**src/rtl/fifo_read_port_pkg.sv**
```systemverilog
// Shared definitions for the FIFO read port: data width, buffer occupancy
// encoding and the delivered-word counter width.
package fifo_read_port_pkg;

    localparam int DW = 8;

    typedef enum logic [1:0] {
        EMPTY = 2'd0,
        ONE   = 2'd1,
        FULL2 = 2'd2
    } occ_e;

    // One extra bit over the address width so a full depth's worth of reads is representable.
    function automatic int cnt_w(input int depth);
        return $clog2(depth) + 1;
    endfunction

endpackage

```
**src/rtl/fifo_skid_buf.sv**
```systemverilog
// Two-entry in-order output buffer with push/pop/flush; slot 0 always holds
// the oldest word so the head is a plain register read.
module fifo_skid_buf
    import fifo_read_port_pkg::*;
#(
    parameter int DW = fifo_read_port_pkg::DW
) (
    input  logic          clk,
    input  logic          rst,
    input  logic          push,
    input  logic [DW-1:0] push_data,
    input  logic          pop,
    input  logic          flush,
    output occ_e          occ,
    output logic          valid,
    output logic [DW-1:0] head
);

    occ_e          occ_nxt;
    logic [DW-1:0] ent0, ent1;
    logic [1:0]    slot;

    always_ff @(posedge clk or posedge rst) begin
        if (rst) occ <= EMPTY;
        else     occ <= occ_nxt;
    end

    always_comb begin
        occ_nxt = occ;
        if (flush) begin
            occ_nxt = EMPTY;
        end else begin
            case ({push, pop})
                2'b10: case (occ)
                    EMPTY:   occ_nxt = ONE;
                    ONE:     occ_nxt = FULL2;
                    default: occ_nxt = occ;
                endcase
                2'b01: case (occ)
                    FULL2:   occ_nxt = ONE;
                    default: occ_nxt = EMPTY;
                endcase
                default: occ_nxt = occ;
            endcase
        end
    end

    always_comb begin
        valid = (occ != EMPTY);
        head  = ent0;
    end

    // A new word lands in the first free slot after this cycle's pop has shifted.
    assign slot = occ - {1'b0, pop};

    always_ff @(posedge clk or posedge rst) begin
        if (rst) begin
            ent0 <= '0;
            ent1 <= '0;
        end else if (!flush) begin
            if (pop && occ == FULL2) ent0 <= ent1;
            if (push) begin
                case (slot)
                    2'd0:    ent0 <= push_data;
                    2'd1:    ent1 <= push_data;
                    default: ;
                endcase
            end
        end
    end

endmodule

```
**src/rtl/fifo_read_port.sv**
```systemverilog
// FIFO read port: fetches words from a 1-cycle-latency FIFO into a 2-entry
// buffer and presents them on a valid/ready stream, counting deliveries.
module fifo_read_port
    import fifo_read_port_pkg::*;
#(
    parameter int depth = 32,
    parameter int DW    = fifo_read_port_pkg::DW,
    localparam int CW   = cnt_w(depth)
) (
    input  logic          clk,
    input  logic          rst,
    input  logic          fifo_empty,
    input  logic          fifo_underflow,
    input  logic [DW-1:0] fifo_data,
    output logic          fifo_rd,
    input  logic          flush,
    output logic          m_valid,
    input  logic          m_ready,
    output logic [DW-1:0] m_data,
    output logic [CW-1:0] rd_count,
    output logic          err
);

    occ_e       occ;
    logic       infl;
    logic       run;
    logic       pop;
    logic       push;
    logic [2:0] lvl;

    assign pop  = m_valid & m_ready;
    assign push = infl & ~flush;
    assign lvl  = {1'b0, occ} + {2'b0, infl};

    // run keeps fetch off until the first clock edge after reset releases.
    assign fifo_rd = run & ~fifo_empty & ~flush & (lvl < (3'd2 + {2'b0, pop}));

    always_ff @(posedge clk or posedge rst) begin
        if (rst) begin
            run      <= 1'b0;
            infl     <= 1'b0;
            rd_count <= '0;
            err      <= 1'b0;
        end else begin
            run  <= 1'b1;
            infl <= fifo_rd;
            if (pop) rd_count <= rd_count + CW'(1);
            if (fifo_underflow || (fifo_rd && fifo_empty)) err <= 1'b1;
        end
    end

    fifo_skid_buf #(.DW(DW)) u_buf (
        .clk       (clk),
        .rst       (rst),
        .push      (push),
        .push_data (fifo_data),
        .pop       (pop),
        .flush     (flush),
        .occ       (occ),
        .valid     (m_valid),
        .head      (m_data)
    );

endmodule

```
**config.mk**
```make
export PLATFORM = sky130hd
export DESIGN_NAME = fifo_read_port
export DESIGN_NICKNAME = d
export VERILOG_FILES = /design/src/rtl/fifo_read_port_pkg.sv /design/src/rtl/fifo_skid_buf.sv /design/src/rtl/fifo_read_port.sv
export SDC_FILE = /design/constraint.sdc
export NUM_CORES = 1
export LEC_CHECK = 0
export ABC_AREA = 1
export CORE_MARGIN = 3
export CORE_UTILIZATION = 54
export CTS_BUF_LIST = sky130_fd_sc_hd__clkbuf_8 sky130_fd_sc_hd__clkbuf_16
export CTS_CLUSTER_DIAMETER = 100
export DETAILED_ROUTE_END_ITERATION = 8
export GPL_ROUTABILITY_DRIVEN = 0
export MAX_ROUTING_LAYER = met4
export PLACE_DENSITY = 0.86
export SLEW_MARGIN = 30
export SYNTH_ARGS = -nofsm -noshare
export SYNTH_HDL_FRONTEND = slang
export SYNTH_SLANG_ARGS = --single-unit
export TNS_END_PERCENT = 1
```
**constraint.sdc**
```tcl
create_clock -name clk -period 3.9 [get_ports clk]
set_input_delay 0.975 -clock clk [delete_from_list [all_inputs] [get_ports clk]]
set_output_delay 0.975 -clock clk [all_outputs]
set_load 0.02 [all_outputs]
```
Word level (Yosys, flattened, before mapping)

Index checks and enable logic that the tools add are counted.

Add/sub/neg operators: 4
Magnitude comparators: 1
Eq/ne operators: 6
Mux-type cells: 7
Bitwise logic cells: 7
Reduce and logical (&&, ||, !) cells: 9

Operators with widths:

| kind                  | count |
|---|---|
| $mux W8               | 3 |
| $pmux W2 S2           | 2 |
| $add A6 B1 Y6 const B | 1 |
| $eq A2 B1 Y1 const B  | 3 |
| $and A1 B1 Y1         | 5 |
| $eq A2 B2 Y1 const B  | 2 |
| $logic_not A2 Y1      | 2 |
| $ne A4 B4 Y1 const B  | 1 |
| $add A2 B1 Y3         | 1 |
| $add A2 B1 Y3 const A | 1 |
| $lt A3 B3 Y1          | 1 |
| $reduce_and A3 Y1     | 1 |
| $reduce_bool A3 Y1    | 1 |
| $logic_and A1 B1 Y1   | 2 |
| $mux W2               | 1 |
| $not A1 Y1            | 2 |
| $reduce_and A2 Y1     | 1 |
| $reduce_bool A2 Y1    | 1 |
| $sub A2 B1 Y2         | 1 |
| $logic_or A1 B1 Y1    | 1 |
| $mux W1               | 1 |

Register bits after elaboration: 27
Input port bits: 14
Word-level logic and storage cells: 41

Logic depth before layout (Yosys ltp)

Word-level depth: 7
Depth in mapped cells: 9
Mapped depth without buffers: 8

Cells and area by module

From an unflattened synthesis, not the netlist that was laid out.

Cells, all modules: 184
Area total of the unflattened synthesis: 1570.3 µm²

By module, submodules not included:

| module         | instances | cells each | area each (µm²) | sequential area each (µm²) |
|---|---|---|---|---|
| fifo_skid_buf  | 1         | 133        | 1119.8          | 450.4 |
| fifo_read_port | 1         | 51         | 450.4           | 225.2 |

Worst setup path before layout

Ideal clock, no wire load.

Path kind: input-to-output
From: in m_ready
To: out fifo_rd
Arrival: 1.780 ns
Path slack: 1.145 ns
Stages on the path: 4
Path buffers: 1
Path through: buf_4 > nand2_1 > or2_1 > a21oi_1

Cells in the longest elaborated chain, start to end: 4

RTL lines:

| what               | RTL line             | RTL |
|---|---|---|
| start: declaration | fifo_read_port.sv:18 | `input logic m_ready,` |
| $and A1 B1 Y1      | fifo_read_port.sv:31 | `assign pop = m_valid & m_ready;` |
| $add A2 B1 Y3      | fifo_read_port.sv:36 | `assign fifo_rd = run & ~fifo_empty & ~flush & (lvl < (3'd2 + {2'b0, pop}));` |
| $lt A3 B3 Y1       | fifo_read_port.sv:36 |  |
| $and A1 B1 Y1      | fifo_read_port.sv:36 |  |
| end: declaration   | fifo_read_port.sv:15 | `output logic fifo_rd,` |

Every way passes these cells.

Final worst setup path

Ends and elaborated chain as after synthesis.

==> results.tsv <==
stage	metric	value	unit
worst_hold_path	hold path depth	2	
power	clock network power share	0.135	
die	# rows	18	
worst_hold_path	Hold Path Class	flip-flop to flip-flop	
clock_network	cts hold-fix bufs	0	
synthesis	top cells by area, synth	dfrtp_1 46%, nand2_1 19%, inv_1 5.8%	
synthesis	Post-Syn Nets	210	
route	drt first pass iters	4	
die	Top Ports	31	
synthesis	Post-synth top cells	77 x nand2_1, 27 x dfrtp_1, 23 x inv_1	
global_routing	GRT Overall Usage	0.226	
route	initial drt markers	64	
synthesis	Synth top area share	0.456	
cells_and_area	share of cells above drive strength 1	0.107	
cells_and_area	cell area after layout	1850	µm²
place	Area after DPL	1810	µm²
timing	clock skew	0.00454	ns
die	Die Wd	58.4	µm
timing	Final Hold Fails	0	
power	Net Switching	0.483	mW
timing	final setup margin	0.361	ns
setup_path	Worst R2R Path Depth	5	
power	Internal	0.685	mW
cells_and_area	fillcell total	206	
clock_network	Sink Count	27	
timing	min cycle time layout	3.54	ns
clock_network	register clock-pin slew on the reported worst setup and hold paths	0.09	ns
clock_network	CTS Buf Count	3	
timing	worst-margin pin slew	0.582	ns
run	max_cap viols	0	
synthesis	Mapped Area	1480	µm²
power	switching share of power	0.414	
timing	Peak Freq	0.283	GHz
power	Lkg Pwr	0.963	nW
place	dpl hpwl	2420	µm
clock_network	CTS root buf	clkbuf_8	
global_routing	vias in the first global route	1378	
synthesis	asr flop ratio synth	1.00	
synthesis	Ys Warns	0	
place	IO buf count	30	
power	Pwr Density	631	nW/µm²
synthesis	ys flop type	dfrtp_1	
synthesis	Post-Synthesis Mean Instance Area	7.68	µm²
route	Post-route DRC	0	
clock_network	cts repair resizes	0	
clock_network	Longest Clk Path Bufs	2	
setup_path	CP arrival	2.56	ns
cells_and_area	Final nets	242	
timing	unrepaired setup endpoints after global routing	false	
synthesis	Post-synth EDFFs	0	
die	Core ar.	2540	µm²
power	Peak VDD IR	0.510	mV
synthesis	post-synth cell types	27	
timing	post-route clock period utilization	0.907	
synthesis	number of synthesized register bits	27	
clock_network	postcts setup bufs	0	
synthesis	sequential area share after synthesis	0.456	
setup_path	critical path endpoint category	output port	
cells_and_area	area grow syn2layout	24.9	%
power	sequential share of power	0.408	
setup_path	kind of critical path	primary input to output port	
clock_network	Worst-Skew Late Latency	0.27	ns
run_status	status	complete, no violations	
die	die area	3410	µm²
global_routing	largest net degree at the start of global routing	28	
cells_and_area	Multi-input gate area	673	µm²
timing	setup violators final	0	
route	ANT nets after route	0	
die	Starting Density	0.583	
clock_network	htree depth	1	
route	via count	1349	
route	Wirelength per Cell	13.0	µm
timing	Slew HR	0.612	
global_routing	first-pass GRT wire length	5730	µm
clock_network	CTS tree	done	
route	DR vias/cell	5.31	
timing	TNS Setup	0	ns
timing	Slew Viols, Final	0	
place	Placement Setup Slack	0.364	ns
setup_path	Critical Path RT	2.92	ns
synthesis	count leader, synth	nand2_1	
setup_path	crit path max fanout	4	
route	WL final	3290	µm
synthesis	post-synth top area cell	dfrtp_1	
cells_and_area	Storage cell area	676	µm²
die	die extent in y	58.4	µm
synthesis	cells after synthesis	193	
cells_and_area	ANT cells	0	
global_routing	GRT overflow	0	
power	Logic pwr share	0.457	
setup_path	CP Launch Type	primary input	
global_routing	initial antenna violation count	0	
path summary, 6_finish.rpt:
check	endpoint	from	slack, ns
min reg2reg	u_buf.ent1[6]	u_buf.ent1[6]	0.49
min	u_buf.ent1[6]	u_buf.ent1[6]	0.49
max reg2reg	u_buf.ent1[5]	u_buf.occ[1]	2.08
min in group asynchronous	u_buf.head[7]	rst	1.07
max in group asynchronous	u_buf.occ[0]	rst	2.46
max	fifo_rd	m_ready	0.36
power by group through the flow:
stage	registers (mW)	clock network, mW	logic [mW]
after global placement	0.475	0	0.514
after detailed placement	0.482	0	0.534
after CTS	0.476	0.164	0.538
after global routing	0.492	0.176	0.594
after floorplan	0.528	0	0.273
final	0.477	0.158	0.533
kinds of logic (layout without fill, tap and decap cells):
logic type,after synthesis,after routing,share of synthesized area
AO/OA/AOI/OAI,13,13,0.0692
XOR/XNOR,4,4,0.0236
adder cells (fa/ha/maj),3,3,0.0253
buffers and inverters,32,63,0.0903
flip-flops,27,27,0.456
other,1,1,0.00253
AND/OR/NAND/NOR,113,113,0.333
layer usage:
layer	up-vias	GRT usage	part of all wire
met4	0	0.146	0.027
met3	10	0.0285	0.054
met5	-	-	0
li1	664	-	-
met2	51	0.357	0.49
met1	624	0.270	0.42
layout by cell type, fill, tap and decap left out, types with 2 or more instances in the layout:
cell and instances:
clkbuf_8 3, o21ai_2 8, dfrtp_1 27, o21ai_0 2
xnor2_1 2, xor2_1 2, nand3_1 13, nor2_1 8
inv_1 23, nand2_1 77, nand4_1 8, buf_4 3
inv_2 4, clkdlybuf4s50_1 30, ha_1 3, nor2_2 2
flip-flops by register name, indices dropped and copies added, names as in the netlist:
signal / flops
u_buf.ent1: 8
u_buf.head: 8
rd_count: 6
u_buf.occ: 2
err: 1
infl: 1
run: 1
through the flow:
step | utilization | hold slack (ns) | std cells | power, mW
3_5_place_dp | 0.710 | 0.468 | 250 | 1.02
5_1_grt | 0.728 | 0.525 | 254 | 1.26
2_1_floorplan | - | 0.455 | 193 | 0.800
4_1_cts | 0.728 | 0.491 | 254 | 1.18
6_report | 0.728 | 0.490 | 254 | 1.17
3_3_place_gp | 0.710 | 0.454 | 250 | 0.989
critical path, stage by stage:
cell and delay, ns:
clkdlybuf4s50_1 0.48, nand2_1 0.10, or2_1 0.22, a21oi_1 0.16, clkdlybuf4s50_1 0.63
final cells by class:
cell class / count / share of cell area
clock buffers: 3 / 0.0223
clock inverters: 1 / 0.00203
inverters: 26 / 0.0527
multi-input cells: 134 / 0.364
flip-flops and latches: 27 / 0.365
well taps: 30 / 0.0203
repair buffers: 33 / 0.174
Note: power is estimated with default switching activity, not from simulation.
